`src/rtl/adder_rr_scheduler.sv`:
```
// Shared adder serving four requesters in round-robin order.
// One operation in flight; result held until the consumer takes it.
module adder_rr_scheduler #(
    parameter int size = 16,
    parameter int NREQ = 4
) (
    input  logic                 clk_in,
    input  logic                 rst,
    input  logic [NREQ-1:0]      req_valid,
    input  logic [NREQ*size-1:0] req_a,
    input  logic [NREQ*size-1:0] req_b,
    input  logic [NREQ-1:0]      req_cin,
    output logic [NREQ-1:0]      req_ready,
    output logic                 res_valid,
    input  logic                 res_ready,
    output logic [size-1:0]      res_sum,
    output logic                 res_cout,
    output logic [1:0]           res_id,
    output logic [15:0]          op_count
);

    typedef enum logic [1:0] {IDLE, COMPUTE, RESULT} state_t;

    state_t          state;
    state_t          state_d;
    logic [1:0]      rr_ptr;
    logic [1:0]      gnt_id;
    logic            found;
    logic            accept;
    logic [1:0]      id_q;
    logic [size-1:0] a_q;
    logic [size-1:0] b_q;
    logic            cin_q;
    logic [size:0]   sum_w;

    // Find the first valid requester at or after rr_ptr, wrapping at 4.
    always_comb begin
        found  = 1'b0;
        gnt_id = 2'd0;
        for (int k = 0; k < NREQ; k++) begin
            if (!found && req_valid[rr_ptr + 2'(k)]) begin
                found  = 1'b1;
                gnt_id = rr_ptr + 2'(k);
            end
        end
    end

    // Grant is offered only while idle and out of reset.
    always_comb begin
        req_ready = '0;
        if (rst && state == IDLE && found) begin
            req_ready[gnt_id] = 1'b1;
        end
    end

    assign accept = |(req_ready & req_valid);
    assign sum_w  = {1'b0, a_q} + {1'b0, b_q} + {{size{1'b0}}, cin_q};

    // Next-state logic for the issue / compute / hold sequence.
    always_comb begin
        state_d = state;
        unique case (state)
            IDLE:    if (accept) state_d = COMPUTE;
            COMPUTE: state_d = RESULT;
            RESULT:  if (res_ready) state_d = IDLE;
            default: state_d = IDLE;
        endcase
    end

    // State register.
    always_ff @(posedge clk_in) begin
        if (!rst) begin
            state <= IDLE;
        end else begin
            state <= state_d;
        end
    end

    // Operand capture, result register, pointer and completion counter.
    always_ff @(posedge clk_in) begin
        if (!rst) begin
            rr_ptr    <= 2'd0;
            id_q      <= 2'd0;
            a_q       <= '0;
            b_q       <= '0;
            cin_q     <= 1'b0;
            res_valid <= 1'b0;
            res_sum   <= '0;
            res_cout  <= 1'b0;
            res_id    <= 2'd0;
            op_count  <= 16'd0;
        end else begin
            if (state == IDLE && accept) begin
                id_q  <= gnt_id;
                a_q   <= req_a[gnt_id*size +: size];
                b_q   <= req_b[gnt_id*size +: size];
                cin_q <= req_cin[gnt_id];
            end
            if (state == COMPUTE) begin
                {res_cout, res_sum} <= sum_w;
                res_valid           <= 1'b1;
                res_id              <= id_q;
            end
            if (state == RESULT && res_ready) begin
                res_valid <= 1'b0;
                rr_ptr    <= id_q + 2'd1;
                op_count  <= op_count + 16'd1;
            end
        end
    end

endmodule

```
`config.mk`:
```
export PLATFORM = sky130hd
export DESIGN_NAME = adder_rr_scheduler
export DESIGN_NICKNAME = d
export VERILOG_FILES = /design/src/rtl/adder_rr_scheduler.sv
export SDC_FILE = /design/constraint.sdc
export NUM_CORES = 1
export LEC_CHECK = 0
export ABC_CLOCK_PERIOD_IN_PS = 2800
export CORE_MARGIN = 2
export CORE_UTILIZATION = 43
export DETAILED_ROUTE_END_ITERATION = 10
export GPL_ROUTABILITY_DRIVEN = 1
export GPL_TIMING_DRIVEN = 0
export PLACE_DENSITY = 0.81
export SLEW_MARGIN = 20
export SYNTH_ARGS = -nofsm -noshare
export SYNTH_HDL_FRONTEND = slang
export SYNTH_SLANG_ARGS = --single-unit
```
`constraint.sdc`:
```
create_clock -name clk_in -period 2.8 [get_ports clk_in]
set_clock_uncertainty 0.15 [all_clocks]
set_input_delay 0.28 -clock clk_in [delete_from_list [all_inputs] [get_ports clk_in]]
set_output_delay 0.28 -clock clk_in [all_outputs]
set_load 0.02 [all_outputs]
```
**After elaboration in Yosys (flattened, before gate mapping)**

Cells that the tools add are included.
Widths: inputs -> output; s select.

- Register bits after elaboration: 75
- Bits of input ports: 139
- Output and inout port bits: 40

- Muxes and demuxes: 24
- Add/sub/neg operators: 7
- Shifts and indexed selects: 2
- Magnitude comparators: 6
- Bitwise logic cells: 2
- Equal/unequal tests: 4
- Reduce and logical (&&, ||, !) cells: 15

Operator list:

| kind | count |
|---|---|
| $shiftx 64x7->16 | 2 |
| $add 16x16->17 | 1 |
| $add 17x1->17 | 1 |
| $add 16x1->16 const B | 1 |
| $lt 2x3->1 const B | 5 |
| $mux 2 | 6 |
| $bmux 1 s2 | 5 |
| $mux 1 | 10 |
| $logic_and 1x1->1 | 8 |
| $pmux 2 s3 | 1 |
| $add 2x1->2 const B | 2 |
| $add 2x2->2 const B | 2 |
| $and 4x4->4 | 1 |
| $mux 4 | 1 |
| $ne 2x2->1 const B | 2 |
| $reduce_or 4->1 | 1 |
| $logic_not 1->1 | 3 |
| $demux 1 s2 | 1 |
| $eq 2x1->1 const B | 1 |
| $eq 2x2->1 const B | 1 |
| $ge 2x1->1 const B | 1 |
| $logic_not 2->1 | 1 |
| $reduce_and 2->1 | 1 |
| $reduce_or 2->1 | 1 |
| $not 1->1 | 1 |

**Logic depth before layout (Yosys ltp)**

Gate-level depths: netlist (run 1).

- Word-level depth: 21
- Depth in mapped cells: 9
- Gate-level depth less buffers: 9

**Worst setup path before layout (run 1)**

No wires, ideal clock.

- Path type: reg-to-reg
- Start point: reg a_q[0]
- End point: reg res_sum[12]
- Buffers on the path: 0
- Stages on the path, launching flop included: 10
- Arrival time: 1.934 ns
- Library setup time: 0.123 ns
- Setup slack: 0.592 ns
- Path through: dfxtp_1 > fa_1 > inv_1 > fa_1 > nand2b_1 > a21oi_1 > o22ai_2 > o31ai_1 > xnor2_1 > o21ai_0

- Cells in the longest elaborated chain, start to end: 2

Ends and longest elaborated chain:

| element | RTL line | source |
|---|---|---|
| start, declared | 31 | `logic [size-1:0] a_q;` |
| start signal, assigned | 95 | `a_q <= req_a[gnt_id*size +: size];` |
| $add 16x16->17 | 57 | `assign sum_w = {1'b0, a_q} + {1'b0, b_q} + {{size{1'b0}}, cin_q};` |
| $add 17x1->17 | 57 |  |
| end signal, assigned | 100 | `{res_cout, res_sum} <= sum_w;` |
| end, declared | 16 | `output logic [size-1:0] res_sum,` |

Every way passes these cells.
A chain may end at the register's enable or synchronous reset.

**Worst setup path after layout (run 1)**

- Start point: in req_valid[0]
- End point: out req_ready[2]

- Cells in the longest elaborated chain, start to end: 17
- Elaborated cells on any way between the ends: 29

Ends and longest elaborated chain:

| element | RTL line | source |
|---|---|---|
| start, declared | 9 | `input logic [NREQ-1:0] req_valid,` |
| $bmux 1 s2 | 41 | `if (!found && req_valid[rr_ptr + 2'(k)]) begin` |
| $mux 1 (implied by the code) | 41 |  |
| $mux 1 | 41 |  |
| $logic_not 1->1 | 41 |  |
| $logic_and 1x1->1 | 41 |  |
| $mux 1 | 41 |  |
| $logic_not 1->1 | 41 |  |
| $logic_and 1x1->1 | 41 |  |
| $mux 1 | 41 |  |
| $logic_not 1->1 | 41 |  |
| $logic_and 1x1->1 | 41 |  |
| $mux 2 | 41 |  |
| $lt 2x3->1 (implied by the code) / $ge 2x1->1 (equally long branches) | 52 | `req_ready[gnt_id] = 1'b1;` |
| $logic_and 1x1->1 (implied by the code) | 52 |  |
| $mux 1 (implied by the code) | 52 |  |
| $demux 1 s2 | 52 |  |
| $mux 4 * | 51 | `if (rst && state == IDLE && found) begin` |
| end, declared | 13 | `output logic [NREQ-1:0] req_ready,` |

Every way passes the cells marked *; elsewhere a longest branch is shown, timed or not. The select of a mux whose other input is x is not followed.

==> metrics.csv, run 1 <==
stage,metric,value,unit
clocking,clk sinks,75,
placement,gpl congestion,0.885,
setup_path,Critical Path Slowest Stage Cell,clkdlybuf4s50_1,
pwr,Final Power,3.23,mW
synthesis,Gate Count Post-Synth,447,
timing,Worst-Margin Slew,0.510,ns
synthesis,post-synth cell types,49,
synthesis,sequential fraction of the synthesis area,0.362,
layout,Layout Cells excl Fill,773,
layout,Final Cell Area,6380,sq um
timing,RSZ-0062 raised after global routing,no,
floorplan,core box area,9280,sq um
floorplan,I/O Pins,179,
floorplan,initial core utilization,0.447,
clocking,"Reg clk slew, reported paths",0.07,ns
layout,fillers,764,
detailed_routing,via count,4328,
synthesis,average size of a mapped cell,9.29,sq um
setup_path,WP buf/inv,5,
synthesis,synth warn,0,
detailed_routing,initial drt markers,377,
timing,FMAX,0.369,GHz
setup_path,endpoint class of the critical path,output pin,
placement,dpl cell area,6100,sq um
pwr,switch share,0.298,
setup_path,Worst Setup Path Type,in -> out,
placement,Port Buf Inserts,178,
floorplan,Die Area,10500,sq um
timing,crit share post-route,0.967,
grt,antenna violations before repair,0,
clocking,CTS buffer count,9,
setup_path,CP startpoint kind,primary input,
synthesis,Mapped Area,4150,sq um
timing,Final Max Slew Viols,0,
clocking,H-tree levels,3,
setup_path,"Cell Chain, Critical Path",clkdlybuf4s50_1 > inv_1 > a211oi_4 > nand2_4 > inv_2 > nand2_2 > buf_2 > nor2_1 > clkdlybuf4s15_1,
synthesis,ys flop type,dfxtp_1,
clocking,clock root cell,clkbuf_8,
clocking,CTS tree,yes,
floorplan,die width,102,um
grt,gr ovfl total,0,
detailed_routing,final WL,13.7,mm
synthesis,Synth Register Bits,75,
synthesis,Synth Net Count,604,
run,number of max-cap violations,0,
timing,max_slew headroom,0.660,
synthesis,Post-synth EDFFs,0,
detailed_routing,Vias/cell,5.60,
grt,number of global-route vias before repair,4141,
timing,"Hold Vio Cnt, Final",0,
placement,DPL Wire Length,10.7,mm
layout,Nets,796,
pwr,Worst VDD drop,244,uV
layout,most frequent cells in the layout,"174 x clkdlybuf4s50_1, 75 x dfxtp_1, 37 x mux2i_1",
floorplan,die height,102,um
setup_path,Critical Path AT,2.28,ns
run_status,status,completed,
placement,dpl cells,754,
timing,setup TNS,0,ns
detailed_routing,WL/cell,17.8,um
detailed_routing,Routed Antenna Nets,0,
layout,Area Growth Syn to Fin,53.6,%
layout,antenna diode count,0,
setup_path,max incr delay on CP,0.56,ns
grt,GRT Total Usage,0.259,
floorplan,Core Rows,35,
grt,largest net degree at the start of global routing,15,
pwr,pwr/cell area,506,nW/um^2
layout,share of layout cells above drive strength 1,0.0730,
pwr,leak pwr,2.50,nW
pwr,Sw Pwr,0.964,mW
layout,post-layout utilization of the core,0.687,
timing,setup violators final,0,
detailed_routing,drt pass-1 iters,7,
setup_path,CP top delay family,buffers and inverters,
timing,final worst path period need,2.71,ns
grt,first-pass GRT wire length,20.6,mm
layout,"commonest non-fill, non-tap cell in the layout",clkdlybuf4s50_1,
setup_path,Crit Path Max Fanout,10,
clocking,CTS max path bufs,2,
pwr,Combinational Power Share,0.289,
worst_hold_path,worst min path class,reg -> reg,
synthesis,Post-synth ARST share,0,
pwr,Pint,2.27,mW
clocking,clk_lat worst skew,0.36,ns
pwr,clock share of power,0.321,
pwr,Reg power frac,0.390,
detailed_routing,Residual DRC,0,
setup_path,data required time of the critical path,2.37,ns
-- tightest hold or removal path: cells and delay by family (launching register included) --
family,cells,cell delay [ns]
AND/OR/NAND/NOR,1,0.05
AO/OA/AOI/OAI,1,0.05
flip-flops,1,0.33
-- what timing repair did --
action	CTS	global route
gates resized for setup	4	3
pin swaps	3	0
hold buffers	0	0
endpoints found under the setup margin	4	2
setup buffers	4	0
cloned	0	0
-- path summary, 6_finish.rpt --
| check | from | end | slack (ns) | cells after the start |
|---|---|---|---|---|
| max | req_valid[0] | req_ready[2] | 0.09 | 9 |
| max reg2reg | a_q[0]$_SDFFE_PN0P_ | res_sum[12]$_SDFFE_PN0N_ | 0.28 | 9 |
| min reg2reg | res_sum[13]$_SDFFE_PN0N_ | res_sum[13]$_SDFFE_PN0N_ | 0.31 | 2 |
| min | res_sum[13]$_SDFFE_PN0N_ | res_sum[13]$_SDFFE_PN0N_ | 0.31 | 2 |
-- routing by layer --
layer  share of wire  wire (um)  vias up  track usage
li1                -          -     2061            -
met4           0.030        416        0        0.119
met3           0.096       1320       35       0.0629
met5               0          0        -            0
met1            0.39       5310     1991        0.304
met2            0.49       6700      241        0.446
-- kinds of logic after synthesis --
group,share of synthesized area
xor gates and xnor gates,0.0569
buffers and inverters,0.0545
DFF,0.362
AOI/OAI and AO/OA,0.228
muxes,0.0892
adders and majority gates,0.0578
and+or+nand+nor,0.152
-- area by class of cell --
cell class | instances | area (sq um) | share of cell area
plain buffers | 28 | 191 | 0.0300
clock buffers | 9 | 124 | 0.0194
clock inverters | 7 | 124 | 0.0194
inverters | 9 | 33.8 | 0.00530
multi-input cells | 334 | 2430 | 0.381
flip-flops and latches | 75 | 1500 | 0.235
well taps | 129 | 161 | 0.0253
repair buffers | 182 | 1820 | 0.285
-- stage by stage --
step                      worst slack (ns)  hold WS, ns
after floorplan                      0.592        0.267
after global placement              -0.401        0.295
after detailed placement            -0.409        0.299
after CTS                           0.0588        0.317
after global routing                0.0160        0.348
final                               0.0930        0.314
-- sequential cells by signal, summed over array words and instances (netlist names) --
signal and count:
rr_ptr 2, op_count 16, res_valid 1, res_cout 1, res_id 2, res_sum 16
a_q 16, cin_q 1, state 2, b_q 16, id_q 2
-- cell usage after synthesis (3+ instances only) --
cell type / count / share of area
clkbuf_1: 9 / 0.0081
a21oi_1: 17 / 0.020
inv_1: 8 / 0.0072
o21ai_0: 24 / 0.029
dfxtp_1: 75 / 0.36
xnor2_1: 23 / 0.049
nor2b_1: 8 / 0.012
o21ai_1: 30 / 0.036
buf_2: 7 / 0.0084
a222oi_1: 33 / 0.080
buf_4: 5 / 0.0090
a21boi_0: 4 / 0.0072
o21a_1: 3 / 0.0054
nand2_1: 33 / 0.030
o211a_1: 3 / 0.0072
nand2b_1: 7 / 0.011
xor2_1: 4 / 0.0084
buf_6: 7 / 0.019
mux2i_1: 37 / 0.089
ha_1: 16 / 0.048
nor3_1: 4 / 0.0048
nor2_1: 11 / 0.0099
and3_1: 4 / 0.0060
o22ai_1: 3 / 0.0045
nand3_1: 15 / 0.018
o211ai_1: 5 / 0.0090
and2_1: 20 / 0.030
and4_1: 3 / 0.0063
-- power by group through the flow --
| stage | Clock, mW | Combinational, mW | Sequential (mW) |
|---|---|---|---|
| after floorplan | 0 | 0.488 | 1.28 |
| after global placement | 0 | 0.892 | 1.28 |
| after detailed placement | 0 | 0.912 | 1.28 |
| after CTS | 1.04 | 0.929 | 1.26 |
| after global routing | 1.08 | 1.01 | 1.27 |
| final | 1.04 | 0.932 | 1.26 |
Note: power is estimated with default switching activity, not from simulation.
==> run 2, diff against run 1 <==
Settings changed: SETUP_SLACK_MARGIN set to 0.3.
==> run 2 against run 1 <==
Compared with the run above: design area grew 0.51%; via count up 1.1%; die area stayed put; utilization rose by 0.35 points; setup slack better by 0.31 ns; clock power hardly changed; total power is 0.51% higher; largest cell class unchanged; highest routed layer unchanged.
==> metrics.csv, run 2 (synthesis gave the netlist of run 1 again) <==
stage,metric,value,unit,change
worst_hold_path,worst min path class,reg -> reg,,unchanged
timing,final worst path period need,2.40,ns,was 2.71 ns
timing,Final Max Slew Viols,0,,unchanged
setup_path,Worst Setup Path Type,reg -> out,,was in -> out
setup_path,"Cell Chain, Critical Path",buf_2 > a21oi_1 > nor2_1 > nor2_1 > o22a_1 > nand2_2 > buf_4 > nor2_1 > clkbuf_2,,was clkdlybuf4s50_1 > inv_1 > a211oi_4 > nand2_4 > inv_2 > nand2_2 > buf_2 > nor2_1 > clkdlybuf4s15_1
layout,share of layout cells above drive strength 1,0.0837,,was 0.0730
pwr,Worst VDD drop,245,uV,was 244 uV
setup_path,worst r2r src,a_q[0]$_SDFFE_PN0P_,,unchanged
setup_path,Worst R2R Path Depth,9,,unchanged
detailed_routing,final WL,13.9,mm,was 13.7 mm
layout,fillers,754,,was 764
layout,Final Cell Area,6410,sq um,was 6380 sq um
placement,dpl cell area,6100,sq um,unchanged
setup_path,WP buf/inv,3,,was 5
clocking,CTS max path bufs,2,,unchanged
pwr,Combinational Power Share,0.290,,was 0.289
grt,first-pass GRT wire length,20.7,mm,was 20.6 mm
worst_hold_path,hold path endpoint,res_sum[13]$_SDFFE_PN0N_,,unchanged
placement,gpl congestion,0.885,,unchanged
worst_hold_path,Hold Path Stages,2,,unchanged
clocking,clk_lat worst skew,0.36,ns,about the same
floorplan,Die Area,10500,sq um,unchanged
floorplan,core box area,9280,sq um,unchanged
floorplan,die width,102,um,unchanged
clocking,CTS hold repair buffers,0,,unchanged
grt,largest net degree at the start of global routing,15,,unchanged
pwr,clock share of power,0.322,,was 0.321
pwr,Sw Pwr,0.976,mW,was 0.964 mW
pwr,leak pwr,2.53,nW,was 2.50 nW
setup_path,flop-to-flop setup slack,0.45,ns,was 0.28 ns
setup_path,CP top delay family,buffers and inverters,,unchanged
timing,final worst slack,0.398,ns,was 0.0930 ns
timing,FMAX,0.416,GHz,was 0.369 GHz
placement,Port Buf Inserts,178,,unchanged
run_status,status,completed,,unchanged
pwr,switch share,0.301,,was 0.298
setup_path,max incr delay on CP,0.31,ns,was 0.56 ns
timing,RSZ-0062 raised after global routing,yes,,was no
grt,gr ovfl total,0,,unchanged
clocking,CTS buffer count,9,,unchanged
placement,dpl cells,754,,unchanged
setup_path,Critical Path Slowest Stage Cell,dfxtp_1,,was clkdlybuf4s50_1
detailed_routing,Residual DRC,0,,unchanged
placement,DPL Wire Length,10.7,mm,unchanged
floorplan,die height,102,um,unchanged
layout,Nets,797,,was 796
floorplan,initial core utilization,0.447,,unchanged
detailed_routing,drt pass-1 iters,7,,unchanged
floorplan,Core Rows,35,,unchanged
timing,setup violators final,0,,unchanged
clocking,clock root cell,clkbuf_8,,unchanged
pwr,pwr/cell area,506,nW/um^2,about the same
timing,"Hold Vio Cnt, Final",0,,unchanged
setup_path,R2R Path End,res_sum[14]$_SDFFE_PN0N_,,was res_sum[12]$_SDFFE_PN0N_
setup_path,data required time of the critical path,2.37,ns,about the same
run,number of max-cap violations,0,,unchanged
pwr,Final Power,3.25,mW,was 3.23 mW
setup_path,CP startpoint kind,flip-flop,,was primary input
layout,Area Growth Syn to Fin,54.4,%,was 53.6%
clocking,"Reg clk slew, reported paths",0.09,ns,was 0.07 ns
layout,"commonest non-fill, non-tap cell in the layout",clkdlybuf4s50_1,,unchanged
clocking,CTS tree,yes,,unchanged
pwr,Reg power frac,0.388,,was 0.390
grt,antenna violations before repair,0,,unchanged
setup_path,Crit Path Max Fanout,10,,unchanged
clocking,H-tree levels,3,,unchanged
detailed_routing,WL/cell,18.0,um,was 17.8 um
grt,number of global-route vias before repair,4158,,was 4141
placement,pre-CTS setup slack,-0.409,ns,unchanged
setup_path,endpoint class of the critical path,output pin,,unchanged
clocking,clk sinks,75,,unchanged
detailed_routing,via count,4377,,was 4328
timing,max_slew headroom,0.676,,was 0.660
setup_path,"most used cell, CP",nor2_1,,
detailed_routing,Routed Antenna Nets,0,,unchanged
worst_hold_path,hold_sp,res_sum[13]$_SDFFE_PN0N_,,unchanged
grt,GRT Total Usage,0.260,,was 0.259
layout,antenna diode count,0,,unchanged
detailed_routing,Vias/cell,5.66,,was 5.60
floorplan,I/O Pins,179,,unchanged
timing,setup TNS,0,ns,unchanged
layout,Layout Cells excl Fill,774,,was 773
setup_path,Critical Path AT,1.97,ns,was 2.28 ns
layout,most frequent cells in the layout,"170 x clkdlybuf4s50_1, 74 x dfxtp_1, 37 x mux2i_1",,"was 174 x clkdlybuf4s50_1, 75 x dfxtp_1, 37 x mux2i_1"
timing,crit share post-route,0.858,,was 0.967
detailed_routing,initial drt markers,378,,was 377
pwr,Pint,2.27,mW,about the same
timing,Worst-Margin Slew,0.485,ns,was 0.510 ns
-- run 2: power groups by stage --
stage	sequential [mW]	combinational, mW	clock [mW]
after floorplan	1.28	0.488	0
after global placement	1.28	0.892	0
after detailed placement	1.28	0.912	0
after CTS	1.26	0.935	1.04
after global routing	1.27	1.01	1.08
final	1.26	0.941	1.05
-- run 2: worst min-delay path: stages (launching register included) --
cell and delay (ns):
dfxtp_1 0.34, nand2_1 0.05, o21ai_0 0.05
-- run 2: per-stage QoR --
stage                     hold slack, ns   util
after floorplan                    0.267      -
after global placement             0.295  0.657
after detailed placement           0.299  0.657
after CTS                          0.317  0.688
after global routing               0.348  0.691
final                              0.318  0.691
-- run 2: timing repair --
action                     CTS  global route
setup endpoints to repair    5             7
pin swaps                    3             2
resized for setup           12            11
setup buffers                4             0
-- run 2: layout make-up --
class | instances | area, sq um | area share
multi-input combinational | 334 | 2440 | 0.381
timing repair buffer | 182 | 1820 | 0.283
sequential | 75 | 1500 | 0.234
buffer | 29 | 205 | 0.0320
tap | 129 | 161 | 0.0252
clock buffer | 9 | 124 | 0.0193
clock inverter | 7 | 124 | 0.0193
inverter | 9 | 33.8 | 0.00527
-- run 2: how the worst max path moves through the flow --
stage	startpoint	depth (start not counted)	slack, ns	endpoint
floorplan	a_q[0]$_SDFFE_PN0P_	9	0.59	res_sum[12]$_SDFFE_PN0N_
global placement	req_valid[1]	9	-0.40	req_ready[2]
detailed placement	req_valid[1]	9	-0.41	req_ready[2]
CTS	req_valid[0]	9	0.09	req_ready[2]
global route	rr_ptr[1]$_SDFFE_PN0P_	9	0.29	req_ready[2]
finish	rr_ptr[1]$_SDFFE_PN0P_	9	0.40	req_ready[2]
-- run 2: routing by layer --
| metal | up-vias | part of all wire | global-route usage |
|---|---|---|---|
| met5 | - | 0 | 0 |
| met4 | 0 | 0.027 | 0.115 |
| met3 | 30 | 0.097 | 0.0575 |
| met2 | 264 | 0.49 | 0.451 |
| met1 | 2017 | 0.39 | 0.309 |
| li1 | 2066 | - | - |
==> run 3, diff against run 2 <==
Settings changed: ABC_CLOCK_PERIOD_IN_PS 2800 to 2900, CORE_UTILIZATION 43 to 46, PLACE_DENSITY 0.81 to 0.86.
Clock period 2.8 ns to 2.9 ns, I/O delays scaled along.
==> run 3 against run 2 <==
Compared with the run above: wire length up 2.1%; setup slack worse by 0.042 ns; die area down 6.3%; design area down 0.70%; sequential power down 4%; non-clock buffer count unchanged; total power down 3.7%; sequential share of layout area up 0.15 points; flip-flop and latch count unchanged; highest routed layer unchanged; combinational power down 3.1%; clock power down 5%.
==> metrics.csv, run 3 (synthesis gave the netlist of run 1 again) <==
stage,metric,value,unit,change
grt,GRT Total Usage,0.286,,was 0.260
clocking,clk sinks,75,,unchanged
layout,Final Cell Area,6370,sq um,was 6410 sq um
pwr,switch share,0.300,,was 0.301
timing,crit share post-route,0.877,,
floorplan,I/O Pins,179,,unchanged
floorplan,Core Rows,34,,was 35
clocking,"Reg clk slew, reported paths",0.08,ns,was 0.09 ns
timing,"Hold Vio Cnt, Final",0,,unchanged
grt,antenna violations before repair,0,,unchanged
timing,setup violators final,0,,unchanged
layout,"commonest non-fill, non-tap cell in the layout",clkdlybuf4s50_1,,unchanged
timing,FMAX,0.393,GHz,
run,number of max-cap violations,0,,unchanged
floorplan,core box area,8720,sq um,was 9280 sq um
timing,Worst-Margin Slew,0.473,ns,was 0.485 ns
timing,setup TNS,0,ns,unchanged
worst_hold_path,hold_sp,res_sum[11]$_SDFFE_PN0N_,,was res_sum[13]$_SDFFE_PN0N_
grt,gr ovfl total,0,,unchanged
detailed_routing,Residual DRC,0,,unchanged
timing,Final Max Slew Viols,0,,unchanged
worst_hold_path,worst min path class,reg -> reg,,unchanged
clocking,clk_lat worst skew,0.36,ns,about the same
pwr,Worst VDD drop,233,uV,was 245 uV
layout,Nets,797,,unchanged
detailed_routing,drt pass-1 iters,8,,was 7
placement,Port Buf Inserts,178,,unchanged
pwr,Combinational Power Share,0.292,,was 0.290
layout,antenna diode count,0,,unchanged
detailed_routing,WL/cell,18.8,um,was 18.0 um
timing,max_slew headroom,0.684,,was 0.676
clocking,CTS max path bufs,2,,unchanged
layout,FF/Latch Area,1500,sq um,about the same
clocking,CTS tree,yes,,unchanged
setup_path,CP startpoint kind,primary input,,was flip-flop
detailed_routing,Vias/cell,5.79,,was 5.66
setup_path,data required time of the critical path,2.46,ns,was 2.37 ns
layout,share of layout cells above drive strength 1,0.0791,,was 0.0837
setup_path,Worst R2R Path Depth,9,,unchanged
setup_path,Critical Path AT,2.10,ns,was 1.97 ns
floorplan,die height,99.0,um,was 102 um
clocking,H-tree levels,3,,unchanged
pwr,Sw Pwr,0.937,mW,was 0.976 mW
detailed_routing,final WL,14.2,mm,was 13.9 mm
placement,dpl cell area,6070,sq um,was 6100 sq um
layout,post-layout utilization of the core,0.730,,was 0.691
setup_path,worst r2r src,a_q[0]$_SDFFE_PN0P_,,unchanged
setup_path,Worst Setup Path Type,in -> out,,was reg -> out
floorplan,initial core utilization,0.476,,was 0.447
timing,RSZ-0062 raised after global routing,yes,,unchanged
pwr,Final Power,3.13,mW,was 3.25 mW
pwr,clock share of power,0.320,,was 0.322
run_status,status,completed,,unchanged
worst_hold_path,Hold Path Stages,2,,unchanged
detailed_routing,initial drt markers,301,,was 378
placement,DPL Wire Length,11.2,mm,was 10.7 mm
detailed_routing,via count,4362,,was 4377
clocking,CTS buffer count,9,,unchanged
pwr,pwr/cell area,491,nW/um^2,was 506 nW/um^2
pwr,Pint,2.19,mW,was 2.27 mW
detailed_routing,Routed Antenna Nets,0,,unchanged
grt,largest net degree at the start of global routing,15,,unchanged
setup_path,flop-to-flop setup slack,0.47,ns,was 0.45 ns
layout,area occupied by multi-input gates,2430,sq um,was 2440 sq um
setup_path,Worst Setup SP,req_valid[2],,was rr_ptr[1]$_SDFFE_PN0P_
placement,gpl congestion,0.928,,was 0.885
pwr,Reg power frac,0.388,,about the same
clocking,CTS hold repair buffers,0,,unchanged
floorplan,die width,99.0,um,was 102 um
layout,most frequent cells in the layout,"171 x clkdlybuf4s50_1, 75 x dfxtp_1, 37 x mux2i_1",,"was 170 x clkdlybuf4s50_1, 74 x dfxtp_1, 37 x mux2i_1"
pwr,leak pwr,2.52,nW,was 2.53 nW
grt,number of global-route vias before repair,4324,,was 4158
grt,first-pass GRT wire length,22.0,mm,was 20.7 mm
layout,Area Growth Syn to Fin,53.3,%,was 54.4%
setup_path,Crit Path Max Fanout,10,,unchanged
clocking,clock root cell,clkbuf_8,,unchanged
layout,fillers,651,,was 754
timing,final worst path period need,2.54,ns,
floorplan,Die Area,9800,sq um,was 10500 sq um
setup_path,endpoint class of the critical path,output pin,,unchanged
-- run 3: area by class of cell --
class,count,share of cell area
multi-input cells,334,0.382
repair buffers,182,0.285
flip-flops and latches,75,0.236
plain buffers,29,0.0318
well taps,108,0.0212
clock inverters,7,0.0197
clock buffers,9,0.0195
inverters,9,0.00531
-- run 3: worst paths after layout --
kind | to
max | req_ready[2]
min | res_sum[11]$_SDFFE_PN0N_
min reg2reg | res_sum[11]$_SDFFE_PN0N_
max reg2reg | res_sum[12]$_SDFFE_PN0N_
-- run 3: stage by stage --
stage                     hold WS (ns)  worst slack [ns]  std cells
after floorplan                  0.277             0.692        447
after global placement           0.292            -0.296        733
after detailed placement         0.293            -0.329        733
after CTS                        0.313             0.162        753
after global routing             0.360             0.246        753
final                            0.305             0.356        753
-- run 3: layer usage --
metal	wire, um	global-route usage
met3	1190	0.0667
met1	5690	0.359
met5	0	0
met2	6950	0.482
met4	359	0.0991
-- run 3: what timing repair did --
item	CTS	global route
pin swaps	3	0
setup endpoints to repair	4	6
resized for setup	10	6
buffers inserted	4	0
-- run 3: worst max-delay path, stage by stage --
cell and delay [ns]:
clkdlybuf4s50_1 0.49, nor3_2 0.35, a211oi_4 0.12, nand2_4 0.13
inv_2 0.06, nand2_2 0.17, buf_2 0.27, nor2_1 0.06
clkbuf_2 0.15
-- run 3: power groups by stage --
stage          Combinational (mW)  Clock (mW)  Sequential (mW)
2_1_floorplan               0.471           0             1.24
3_3_place_gp                0.868           0             1.23
3_5_place_dp                0.886           0             1.23
4_1_cts                     0.905        1.01             1.21
5_1_grt                     0.981        1.05             1.22
6_report                    0.912        1.00             1.21
